**src/rtl/hazard_ctrl.sv**
```systemverilog
// Hazard and control unit for the 5-stage pipeline: EX forwarding selects,
// load-use stalls, redirect flushes, data-memory wait freezes and a stall counter.
module hazard_ctrl #(
   parameter int REG_AW  = 5,
   parameter int MEM_LAT = 1,
   parameter int CNT_W   = 32
) (
   input  logic              clk,
   input  logic              rst,
   input  logic [REG_AW-1:0] ID_rs1_i,
   input  logic [REG_AW-1:0] ID_rs2_i,
   input  logic              ID_rs1_used_i,
   input  logic              ID_rs2_used_i,
   input  logic [REG_AW-1:0] EX_rs1_i,
   input  logic [REG_AW-1:0] EX_rs2_i,
   input  logic [REG_AW-1:0] EX_rd_i,
   input  logic              EX_RegWrite_i,
   input  logic              EX_MemRead_i,
   input  logic [REG_AW-1:0] MEM_rd_i,
   input  logic              MEM_RegWrite_i,
   input  logic              MEM_MemRead_i,
   input  logic [REG_AW-1:0] WB_rd_i,
   input  logic              WB_RegWrite_i,
   input  logic              EX_redirect_i,
   output logic              pc_en_o,
   output logic              IF_ID_en_o,
   output logic              ID_EX_en_o,
   output logic              EX_MEM_en_o,
   output logic              MEM_WB_en_o,
   output logic              IF_ID_flush_o,
   output logic              ID_EX_flush_o,
   output logic              MEM_WB_flush_o,
   output logic [1:0]        EX_forwardA_o,
   output logic [1:0]        EX_forwardB_o,
   output logic [CNT_W-1:0]  stall_cnt_o
);

   localparam logic [1:0] FW_NONE = 2'b00;
   localparam logic [1:0] FW_MEM  = 2'b01;
   localparam logic [1:0] FW_WB   = 2'b10;

   localparam logic [0:0] S_IDLE = 1'b0;
   localparam logic [0:0] S_WAIT = 1'b1;

   localparam int             WCW       = $clog2(MEM_LAT + 1);
   localparam logic [WCW-1:0] WAIT_INIT = WCW'((MEM_LAT > 1) ? (MEM_LAT - 2) : 0);
   localparam logic [WCW-1:0] WAIT_ONE  = WCW'(1);

   logic [0:0]       r_state;
   logic [WCW-1:0]   r_wait_cnt;
   logic             r_served;
   logic [CNT_W-1:0] r_stall_cnt;

   logic w_start;
   logic w_freeze;
   logic w_load_use;

   function automatic logic [1:0] fwd_sel(
      input logic [REG_AW-1:0] rs,
      input logic [REG_AW-1:0] mem_rd,
      input logic              mem_wr,
      input logic              mem_rd_op,
      input logic [REG_AW-1:0] wb_rd,
      input logic              wb_wr
   );
      // A load in MEM has no data yet, so it is never a forwarding source.
      if (mem_wr && !mem_rd_op && (mem_rd != '0) && (mem_rd == rs))
         return FW_MEM;
      else if (wb_wr && (wb_rd != '0) && (wb_rd == rs))
         return FW_WB;
      else
         return FW_NONE;
   endfunction

   assign EX_forwardA_o = fwd_sel(EX_rs1_i, MEM_rd_i, MEM_RegWrite_i, MEM_MemRead_i,
                                  WB_rd_i, WB_RegWrite_i);
   assign EX_forwardB_o = fwd_sel(EX_rs2_i, MEM_rd_i, MEM_RegWrite_i, MEM_MemRead_i,
                                  WB_rd_i, WB_RegWrite_i);

   assign w_load_use = EX_MemRead_i && (EX_rd_i != '0) &&
                       ((ID_rs1_used_i && (EX_rd_i == ID_rs1_i)) ||
                        (ID_rs2_used_i && (EX_rd_i == ID_rs2_i)));

   assign w_start  = (r_state == S_IDLE) && MEM_MemRead_i && (MEM_LAT > 1) && !r_served;
   assign w_freeze = w_start || (r_state == S_WAIT);

   // r_wait_cnt holds the WAIT cycles still to come, so the whole freeze spans
   // MEM_LAT-1 cycles; a single-cycle freeze never needs the WAIT state.
   always_ff @(posedge clk) begin
      if (rst) begin
         r_state    <= S_IDLE;
         r_wait_cnt <= '0;
         r_served   <= 1'b0;
      end else begin
         r_served <= 1'b0;
         case (r_state)
            S_IDLE: begin
               if (w_start) begin
                  if (WAIT_INIT == '0) begin
                     r_served <= 1'b1;
                  end else begin
                     r_state    <= S_WAIT;
                     r_wait_cnt <= WAIT_INIT;
                  end
               end
            end
            S_WAIT: begin
               if (r_wait_cnt <= WAIT_ONE) begin
                  r_state    <= S_IDLE;
                  r_wait_cnt <= '0;
                  r_served   <= 1'b1;
               end else begin
                  r_wait_cnt <= r_wait_cnt - WAIT_ONE;
               end
            end
            default: r_state <= S_IDLE;
         endcase
      end
   end

   // NOTE: every output gets a default first so no branch can infer a latch.
   always_comb begin
      pc_en_o        = 1'b1;
      IF_ID_en_o     = 1'b1;
      ID_EX_en_o     = 1'b1;
      EX_MEM_en_o    = 1'b1;
      MEM_WB_en_o    = 1'b1;
      IF_ID_flush_o  = 1'b0;
      ID_EX_flush_o  = 1'b0;
      MEM_WB_flush_o = 1'b0;
      if (w_freeze) begin
         pc_en_o        = 1'b0;
         IF_ID_en_o     = 1'b0;
         ID_EX_en_o     = 1'b0;
         EX_MEM_en_o    = 1'b0;
         MEM_WB_flush_o = 1'b1;
      end else if (EX_redirect_i) begin
         IF_ID_flush_o = 1'b1;
         ID_EX_flush_o = 1'b1;
      end else if (w_load_use) begin
         pc_en_o       = 1'b0;
         IF_ID_en_o    = 1'b0;
         ID_EX_flush_o = 1'b1;
      end
   end

   always_ff @(posedge clk) begin
      if (rst)
         r_stall_cnt <= '0;
      else if (!pc_en_o && (r_stall_cnt != '1))
         r_stall_cnt <= r_stall_cnt + CNT_W'(1);
   end

   assign stall_cnt_o = r_stall_cnt;

endmodule

```
**config.mk**
```make
export PLATFORM = sky130hd
export DESIGN_NAME = hazard_ctrl
export DESIGN_NICKNAME = d
export VERILOG_FILES = /design/src/rtl/hazard_ctrl.sv
export SDC_FILE = /design/constraint.sdc
export NUM_CORES = 1
export LEC_CHECK = 0
export BUFFER_PORTS_ARGS = -buffer_cell sky130_fd_sc_hd__buf_2
export CORE_MARGIN = 2
export CORE_UTILIZATION = 41
export CTS_CLUSTER_SIZE = 10
export DETAILED_ROUTE_END_ITERATION = 16
export MAX_ROUTING_LAYER = met4
export PLACE_DENSITY = 0.71
export SLEW_MARGIN = 20
export SYNTH_ARGS = -nofsm -noshare
export SYNTH_HDL_FRONTEND = slang
export SYNTH_SLANG_ARGS = --single-unit
```
**constraint.sdc**
```tcl
create_clock -name clk -period 3.1 [get_ports clk]
set_input_delay 0.31 -clock clk [delete_from_list [all_inputs] [get_ports clk]]
set_output_delay 0.31 -clock clk [all_outputs]
set_load 0.02 [all_outputs]
```
==> results of run 1 <==
==> logic make-up after synthesis <==
logic type      count (synthesis)  synth area share, %
fa+ha+maj                       1               0.6134
compound gates                 45                12.88
other cells                     2               0.3682
simple gates                  114                31.84
xor+xnor                       43                18.47
flops                          32                31.41
mux                             1               0.4908
buf+inv                        15                3.926
==> metal layers <==
metal / GRT usage (%) / wire [µm]
met3: 3.794 / 183
met1: 24.17 / 2369
met2: 32.25 / 2515
met4: 8.532 / 80
met5: - / 0
==> critical path, stage by stage, from the launching register on <==
cell	delay, ns
dfxtp_1	0.41
ha_1	0.27
nand4_4	0.18
or4_4	0.61
o31ai_1	0.54
o21ai_0	0.19
a21oi_1	0.14
==> Yosys cell counts <==
master,n
a2111oi_2,1
a211oi_1,1
a211oi_2,1
a21oi_1,18
and2_1,1
and3_1,5
buf_2,1
buf_4,6
clkbuf_1,4
conb_1,2
dfxtp_1,32
ha_1,1
inv_1,4
mux2i_1,1
nand2_1,14
nand2b_1,2
nand3_1,17
nand4_1,15
nand4_2,1
nand4_4,1
nor2_1,20
nor2b_1,2
nor3_1,3
nor4_1,6
nor4_2,1
o21ai_0,17
o21ai_2,1
o22ai_1,1
o31ai_1,5
or2_1,1
or2_4,1
or3_1,14
or4_1,9
or4_4,1
xnor2_1,17
xor2_1,26
==> area by class of cell <==
class                           instances  share of cell area [%]
Clock buffer                            8                   3.483
Inverter                                4                  0.5806
Multi-Input combinational cell        208                   51.28
Sequential cell                        32                   24.77
Tap cell                               67                   3.241
Timing Repair Buffer                   85                   16.64
==> how the worst min path moves through the flow <==
stage	cells past startpoint	start	end	slack, ns
after floorplan	1	rst	stall_cnt_o[7]$_SDFFE_PP0P_	0.38
after global placement	2	stall_cnt_o[18]$_SDFFE_PP0P_	stall_cnt_o[18]$_SDFFE_PP0P_	0.48
after detailed placement	2	stall_cnt_o[31]$_SDFFE_PP0P_	stall_cnt_o[31]$_SDFFE_PP0P_	0.49
final	2	stall_cnt_o[31]$_SDFFE_PP0P_	stall_cnt_o[31]$_SDFFE_PP0P_	0.50
after CTS	2	rst	stall_cnt_o[29]$_SDFFE_PP0P_	0.50
after global routing	2	stall_cnt_o[31]$_SDFFE_PP0P_	stall_cnt_o[31]$_SDFFE_PP0P_	0.53
==> power by group through the flow <==
stage | Clock, mW | Combinational, mW | Sequential [mW]
floorplan | 0 | 0.0596 | 0.421
global placement | 0 | 0.104 | 0.421
detailed placement | 0 | 0.106 | 0.421
CTS | 0.342 | 0.106 | 0.411
global route | 0.360 | 0.118 | 0.411
finish | 0.334 | 0.106 | 0.411
==> out/metrics.csv, run 1 <==
stage,metric,value,unit
setup_path,end_kind,flip-flop,
timing,fmax,0.4162,GHz
place,gp_congestion,0.8644,
timing,hold_viol,0,
setup_path,critPathLaunchType,flip-flop,
drt,drt_iter0_markers,108,
clocking,clockBufferDepth,2,
timing,grt_setup_unrepaired,no,
grt,grt_overflow,0,
logic_synthesis,synth_area_leaders,"dfxtp_1 (31%), xor2_1 (11%), xnor2_1 (7.3%), nand4_1 (4.6%), a21oi_1 (4.4%)",
timing,skew,0.002960,ns
clocking,tritoncts,done,
flow_run,cap_violations,0,
layout,fin_area,0.002586,mm²
floorplanning,io_pins,89,
place,post-place-ws,0.7042,ns
grt,grt_pass1_vias,1951,
logic_synthesis,syn_area_per_cell,8.061,µm²
run_status,status,"finished, final reports clean",
drt,wl,5149,µm
power_and_ir_drop,comb_power_share,12.5,%
timing,finalSetupTns,0,ns
logic_synthesis,synth.ff_latch_count,32,
timing,worst_pin_slew,0.6104,ns
clocking,clock_sinks,32,
grt,grt_usage,19.93,%
place,placed_cells,396,
timing,whs,0.5045,ns
layout,final-instance-count-excl-fill,404,
drt,num_vias,2112,
layout,drive_gt1_share,29.38,%
floorplanning,fp.dieArea,0.005555,mm²
logic_synthesis,ys_seq_area_share,31.41,%
power_and_ir_drop,p_leak,1.047,nW
layout,n_antenna_cell,0,
power_and_ir_drop,swShare,24.76,%
timing,fin_ws,0.6971,ns
timing,min_period_over_period,77.51,%
layout,area_growth,26.81,%
power_and_ir_drop,seqPwrFrac,48.3,%
place,dpl_cell_area,0.002496,mm²
logic_synthesis,ys_warn_count,0,
power_and_ir_drop,peakVddDrop,0.0002463,V
layout,final_cell_mix,"buf_2 (83), dfxtp_1 (32), xor2_1 (26)",
setup_path,cp_max_fo,8,
drt,post-route-drc-count,0,
layout,final_common_cell,buf_2,
logic_synthesis,yosys.area.top_type,dfxtp_1,
setup_path,critPathKind,flip-flop to flip-flop,
layout,seq_area,640.6,µm²
clocking,hold_buffers,0,
timing,finalSetupViolations,0,
floorplanning,die_w,74.53,µm
logic_synthesis,syn_inst,253,
clocking,path_clk_slew,0.06,ns
layout,multi_input_area,0.001326,mm²
timing,relSlewSlack,58.96,%
power_and_ir_drop,p_sw,210.8,µW
power_and_ir_drop,intPower,640.8,µW
logic_synthesis,yosys.cell_types.count,36,
grt,grt_max_degree,33,
timing,slew_violations,0,
clocking,htreeDepth,2,
clocking,clk_latency,0.28,ns
layout,utilization,54.39,%
floorplanning,core,0.004755,mm²
power_and_ir_drop,design_power_total,851.6,µW
layout,largest_reg_flops,32,
clocking,cts_setup_buffers,0,
setup_path,r2r_end,stall_cnt_o[16]$_SDFFE_PP0P_,
drt,vias_per_cell,5.228,
power_and_ir_drop,p_clk_share,39.2,%
min_path,hold_path.class,flip-flop to flip-flop,
place,hpwl,3969,µm
setup_path,reg2reg_slack,0.70,ns
power_and_ir_drop,power_density,329.3,mW/mm²
grt,antenna_found_initial,0,
layout,fillers,466,
drt,drtAntennaViolNets,0,
drt,routedWlPerCell,12.75,µm
clocking,post_cts_resized,0,
place,portBuffers,83,
setup_path,worstPathRequired,3.32,ns
setup_path,rr_startpoint,stall_cnt_o[0]$_SDFFE_PP0P_,
floorplanning,initial_core_util,42.89,%
timing,period_minus_slack,2.403,ns
grt,grt_pass1_wl,8390,µm
setup_path,worstSetupEndpoint,stall_cnt_o[16]$_SDFFE_PP0P_,
drt,drtPass1Iterations,4,
floorplanning,num_rows,25,
floorplanning,die_h,74.53,µm
setup_path,r2r_cells,6,
logic_synthesis,synth_top_area_share,31.41,%
logic_synthesis,synth.cell_area,0.002039,mm²
clocking,numCtsBuffers,5,
setup_path,arrival,2.62,ns
clocking,cts_root_buffer,clkbuf_8,
setup_path,crit_start,stall_cnt_o[0]$_SDFFE_PP0P_,
layout,fin_nets,382,
No activity file was read; power rests on OpenSTA's default activity.
==> inputs of run 2 (changes only) <==
PLACE_DENSITY = 0.73   (was 0.71)
clock period = 2.03 ns   (was 3.1 ns; I/O delays follow)
==> run 2 against run 1 <==
Combinational power rose by 59%. Worst setup slack got worse by 0.68 ns. Power rose by 53%. Die area did not move. First-iteration DRC count rose by 48%. Sequential share of layout area fell by 2.2 points. Global-route usage rose by 2.6 points. Core utilization rose by 7.3 points. Final cell count rose by 8.4%. Critical path type unchanged. Largest power group unchanged.
==> out/metrics.csv, run 2 (synthesis results as in run 1) <==
stage,metric,value,unit
run_status,status,"finished, final reports clean",
setup_path,end_kind,flip-flop,
layout,seq_area,660.6,µm²
grt,grt_max_degree,33,
clocking,clk_latency,0.29,ns
setup_path,worstPathRequired,2.25,ns
setup_path,crit_start,stall_cnt_o[12]$_SDFFE_PP0P_,
timing,finalSetupTns,0,ns
setup_path,critPathKind,flip-flop to flip-flop,
timing,slew_violations,0,
timing,finalSetupViolations,0,
layout,area_growth,43.74,%
layout,multi_input_area,0.001384,mm²
grt,busiest_layer,met2,
clocking,clockBufferDepth,2,
drt,post-route-drc-count,0,
setup_path,rr_startpoint,stall_cnt_o[12]$_SDFFE_PP0P_,
min_path,hp-start,rst,
clocking,numCtsBuffers,5,
setup_path,arrival,2.23,ns
timing,whs,0.4083,ns
setup_path,critPathLaunchType,flip-flop,
place,hpwl,4473,µm
setup_path,r2r_cells,5,
grt,grt_pass1_vias,2121,
floorplanning,initial_core_util,42.89,%
floorplanning,num_rows,25,
grt,grt_usage,22.51,%
flow_run,cap_violations,0,
timing,min_period_over_period,98.95,%
grt,grt_pass1_wl,9349,µm
place,gp_congestion,0.9466,
layout,drive_gt1_share,40.43,%
layout,fillers,451,
timing,worst_pin_slew,0.6226,ns
setup_path,r2r_end,stall_cnt_o[18]$_SDFFE_PP0P_,
drt,routedWlPerCell,13.12,µm
layout,largest_reg_flops,32,
layout,final_common_cell,buf_2,
drt,drt_iter0_markers,160,
clocking,tritoncts,done,
drt,num_vias,2300,
grt,met2_usage,38.05,%
grt,antenna_found_initial,0,
power_and_ir_drop,power_density,443.3,mW/mm²
grt,met3_usage,4.743,%
min_path,hold_path.class,primary input to flip-flop,
min_path,hold_depth,2,
min_path,min_to,stall_cnt_o[2]$_SDFFE_PP0P_,
drt,drtPass1Iterations,4,
timing,grt_setup_unrepaired,yes,
floorplanning,die_h,74.53,µm
timing,fmax,0.4979,GHz
grt,grt_overflow,0,
power_and_ir_drop,peakVddDrop,0.0003489,V
drt,wl,5748,µm
layout,final_cell_mix,"buf_2 (83), buf_4 (35), xor2_1 (26)",
timing,period_minus_slack,2.009,ns
timing,hold_viol,0,
floorplanning,io_pins,89,
timing,relSlewSlack,58.17,%
setup_path,reg2reg_slack,0.02,ns
clocking,htreeDepth,2,
layout,final-instance-count-excl-fill,438,
drt,vias_per_cell,5.251,
setup_path,cp_max_fo,6,
floorplanning,fp.dieArea,0.005555,mm²
place,portBuffers,83,
layout,fin_nets,416,
clocking,cts_root_buffer,clkbuf_8,
place,placed_cells,428,
timing,skew,0.003837,ns
floorplanning,core,0.004755,mm²
drt,drtAntennaViolNets,0,
clocking,path_clk_slew,0.06,ns
power_and_ir_drop,p_leak,1.246,nW
grt,use_met1,26.42,%
floorplanning,die_w,74.53,µm
clocking,clock_sinks,32,
layout,n_antenna_cell,0,
## run 2: worst max-delay path, cell delays in order (launching register included)
cell and delay [ns]:
dfxtp_2 0.33, nand4_2 0.18, or4_4 0.60, or2_4 0.27, or4_1 0.40, a21oi_1 0.16
## run 2: final cells by class
type | instances | area share [%]
tap | 67 | 2.860
sequential | 32 | 22.54
clock buffer | 8 | 3.073
timing repair buffer | 119 | 23.82
multi-input combinational | 208 | 47.20
inverter | 4 | 0.5122
## run 2: how the worst max path moves through the flow
| stage | endpoint | cells after the start |
|---|---|---|
| floorplan | stall_cnt_o[1]$_SDFFE_PP0P_ | 7 |
| global placement | stall_cnt_o[18]$_SDFFE_PP0P_ | 6 |
| detailed placement | stall_cnt_o[31]$_SDFFE_PP0P_ | 6 |
| CTS | stall_cnt_o[31]$_SDFFE_PP0P_ | 6 |
| global route | stall_cnt_o[18]$_SDFFE_PP0P_ | 5 |
| finish | stall_cnt_o[18]$_SDFFE_PP0P_ | 5 |
## run 2: timing repair
item	4_1_cts	5_1_grt
endpoints found under the setup margin	0	25
buffers inserted	0	2
hold buffers	0	0
resized for setup	0	8
## run 2: per-layer routing
layer  wire length [µm]  part of all wire, %
met2               2994                   52
met1               2452                   43
met3                204                  3.5
met5                  0                    0
met4                 97                  1.7
## run 2: stage by stage
step	power, mW	instance area, µm²	setup WS, ns	utilization, %
3_3_place_gp	0.8029	2781	0.07362	58.50
2_1_floorplan	0.7313	2079	0.002985	-
4_1_cts	1.310	2872	0.02986	60.39
6_report	1.300	2932	0.02141	61.66
5_1_grt	1.352	2932	-0.04330	61.66
3_5_place_dp	0.8072	2781	0.04898	58.50
## run 2: power breakdown
part	switching [mW]	total, mW	internal [mW]	leakage (nW)
Clock	0.229	0.505	0.276	0.0455
Combinational	0.0907	0.169	0.0782	0.936
Sequential	0.000237	0.626	0.625	0.264
Total	0.320	1.30	0.980	1.25
==> inputs of run 3 (changes only) <==
SETUP_SLACK_MARGIN = 0.15   (was unset)
==> run 3 against run 2 <==
Non-clock buffer count is 6 lower. Combinational power rose by 5%. Clock power up 21%. Flip-flop and latch count unchanged.
==> out/metrics.csv, run 3 (synthesis results as in run 1) <==
stage,metric,value,unit
place,portBuffers,83,
setup_path,crit_start,stall_cnt_o[1]$_SDFFE_PP0P_,
setup_path,critPathKind,flip-flop to flip-flop,
setup_path,end_kind,flip-flop,
timing,period_minus_slack,1.962,ns
floorplanning,fp.dieArea,0.005555,mm²
min_path,hold_path.class,primary input to flip-flop,
setup_path,max_stage_delay,0.48,ns
setup_path,cp_cell_sequence,ha_4 -> nand4_4 -> or4_4 -> or2_4 -> or4_1 -> a21oi_1,
layout,drive_gt1_share,45.38,%
clocking,hold_buffers,0,
setup_path,crit_family,simple AND/OR/NAND/NOR gates,
power_and_ir_drop,p_leak,1.249,nW
place,gp_congestion,0.8796,
drt,wl,6133,µm
floorplanning,num_rows,25,
place,hpwl,4221,µm
drt,drtAntennaViolNets,0,
layout,area_growth,48.83,%
grt,grt_pass1_wl,9411,µm
place,post-place-ws,0.05646,ns
power_and_ir_drop,peakVddDrop,0.0002526,V
timing,hold_viol,0,
drt,met1Wirelength,2510,µm
drt,drt_iter0_markers,129,
clocking,htreeDepth,2,
layout,largest_reg_flops,32,
drt,num_vias,2337,
timing,slew_violations,0,
floorplanning,die_h,74.53,µm
clocking,tritoncts,done,
timing,min_period_over_period,96.64,%
floorplanning,core,0.004755,mm²
layout,n_antenna_cell,0,
clocking,clk_latency,0.29,ns
grt,grt_usage,22.44,%
layout,multi_input_area,0.001506,mm²
flow_run,cap_violations,0,
floorplanning,io_pins,89,
setup_path,arrival,2.18,ns
layout,final_cell_mix,"buf_2 (83), buf_4 (28), xor2_1 (26)",
timing,finalSetupViolations,0,
grt,grt_overflow,0,
drt,vias_per_cell,5.372,
grt,grt_max_degree,33,
power_and_ir_drop,power_density,465.6,mW/mm²
min_path,hp-start,rst,
clocking,clock_sinks,32,
layout,fillers,409,
clocking,cts_root_buffer,clkbuf_8,
clocking,clockBufferDepth,2,
clocking,path_clk_slew,0.07,ns
timing,worst_pin_slew,0.6071,ns
timing,skew,0.003951,ns
floorplanning,die_w,74.53,µm
setup_path,worstPathRequired,2.24,ns
drt,top_layer_used,met4,
grt,antenna_found_initial,0,
drt,drtPass1Iterations,5,
floorplanning,initial_core_util,42.89,%
layout,seq_area,670.6,µm²
power_and_ir_drop,design_power_total,1.413,mW
timing,finalSetupTns,0,ns
run_status,status,"finished, final reports clean",
drt,dr_wl_met2,3116,µm
drt,post-route-drc-count,0,
drt,routed-wl-met3,378,µm
drt,routedWlPerCell,14.10,µm
setup_path,critPathLaunchType,flip-flop,
setup_path,cp_num_buf_inv,0,
layout,fin_nets,413,
timing,whs,0.4050,ns
timing,fin_ws,0.06813,ns
setup_path,rr_startpoint,stall_cnt_o[1]$_SDFFE_PP0P_,
grt,grt_pass1_vias,2039,
timing,relSlewSlack,59.53,%
clocking,numCtsBuffers,5,
setup_path,cp_slowest_cell,or4_4,
setup_path,cp_max_fo,5,
timing,grt_setup_unrepaired,yes,
layout,final_common_cell,buf_2,
timing,fmax,0.5097,GHz
==> run 3: cell types whose count changed in the layout (fill, tap and decap cells not counted), moves of 2 or more <==
cell | before | now
o21ai_1 | 1 | 5
dfxtp_1 | 20 | 12
nor4_2 | 1 | 3
nand3_2 | 1 | 4
nor4_1 | 5 | 2
dfxtp_2 | 10 | 18
nand3_4 | 1 | 4
buf_4 | 35 | 28
nand3_1 | 15 | 12
o21ai_0 | 16 | 11
==> run 3: worst paths after layout <==
check	slack, ns	depth (start not counted)	to
hold / removal	0.41	2	stall_cnt_o[1]$_SDFFE_PP0P_
hold reg to reg	0.50	2	stall_cnt_o[7]$_SDFFE_PP0P_
setup reg to reg	0.07	6	stall_cnt_o[18]$_SDFFE_PP0P_
setup / recovery	0.07	6	stall_cnt_o[18]$_SDFFE_PP0P_
==> run 3: routing by layer <==
layer | global-route usage [%] | vias up
met1 | 28.74 | 1087
met5 | - | -
met4 | 5.754 | 0
li1 | - | 1150
met3 | 4.065 | 17
met2 | 36.58 | 83
==> run 3: area by class of cell <==
class                   count  share of cell area, %
repair buffers            113                  21.48
multi-input cells         211                  49.63
flip-flops and latches     32                  22.09
clock inverters             2                  1.154
inverters                   4                 0.4946
clock buffers               6                  2.391
well taps                  67                  2.762
==> run 3: worst reg2reg max path: cells and delay by family, from the launching register on <==
family / cells / cell delay [ns]
flops: 1 / 0.36
compound gates: 1 / 0.14
fa+ha+maj: 1 / 0.14
simple gates: 4 / 1.26
==> run 3: stage by stage <==
stage / std cells / utilization [%] / instance area, µm²
after floorplan: 255 / - / 2118
after global placement: 416 / 57.16 / 2718
after detailed placement: 416 / 57.16 / 2718
after CTS: 429 / 61.24 / 2912
after global routing: 435 / 63.84 / 3035
final: 435 / 63.84 / 3035
==> run 3: report_power, final <==
| group | switching, mW | internal (mW) |
|---|---|---|
| clock network | 0.246 | 0.364 |
| registers | 0.000212 | 0.625 |
| logic | 0.0978 | 0.0802 |
==> run 3: timing repair <==
item / 4_1_cts / 5_1_grt
pin swaps: 3 / 11
setup buffers: 4 / 4
gates cloned: 1 / 2
setup endpoints to repair: 28 / 33
gates resized for setup: 8 / 19
hold endpoints to repair: 0 / 0
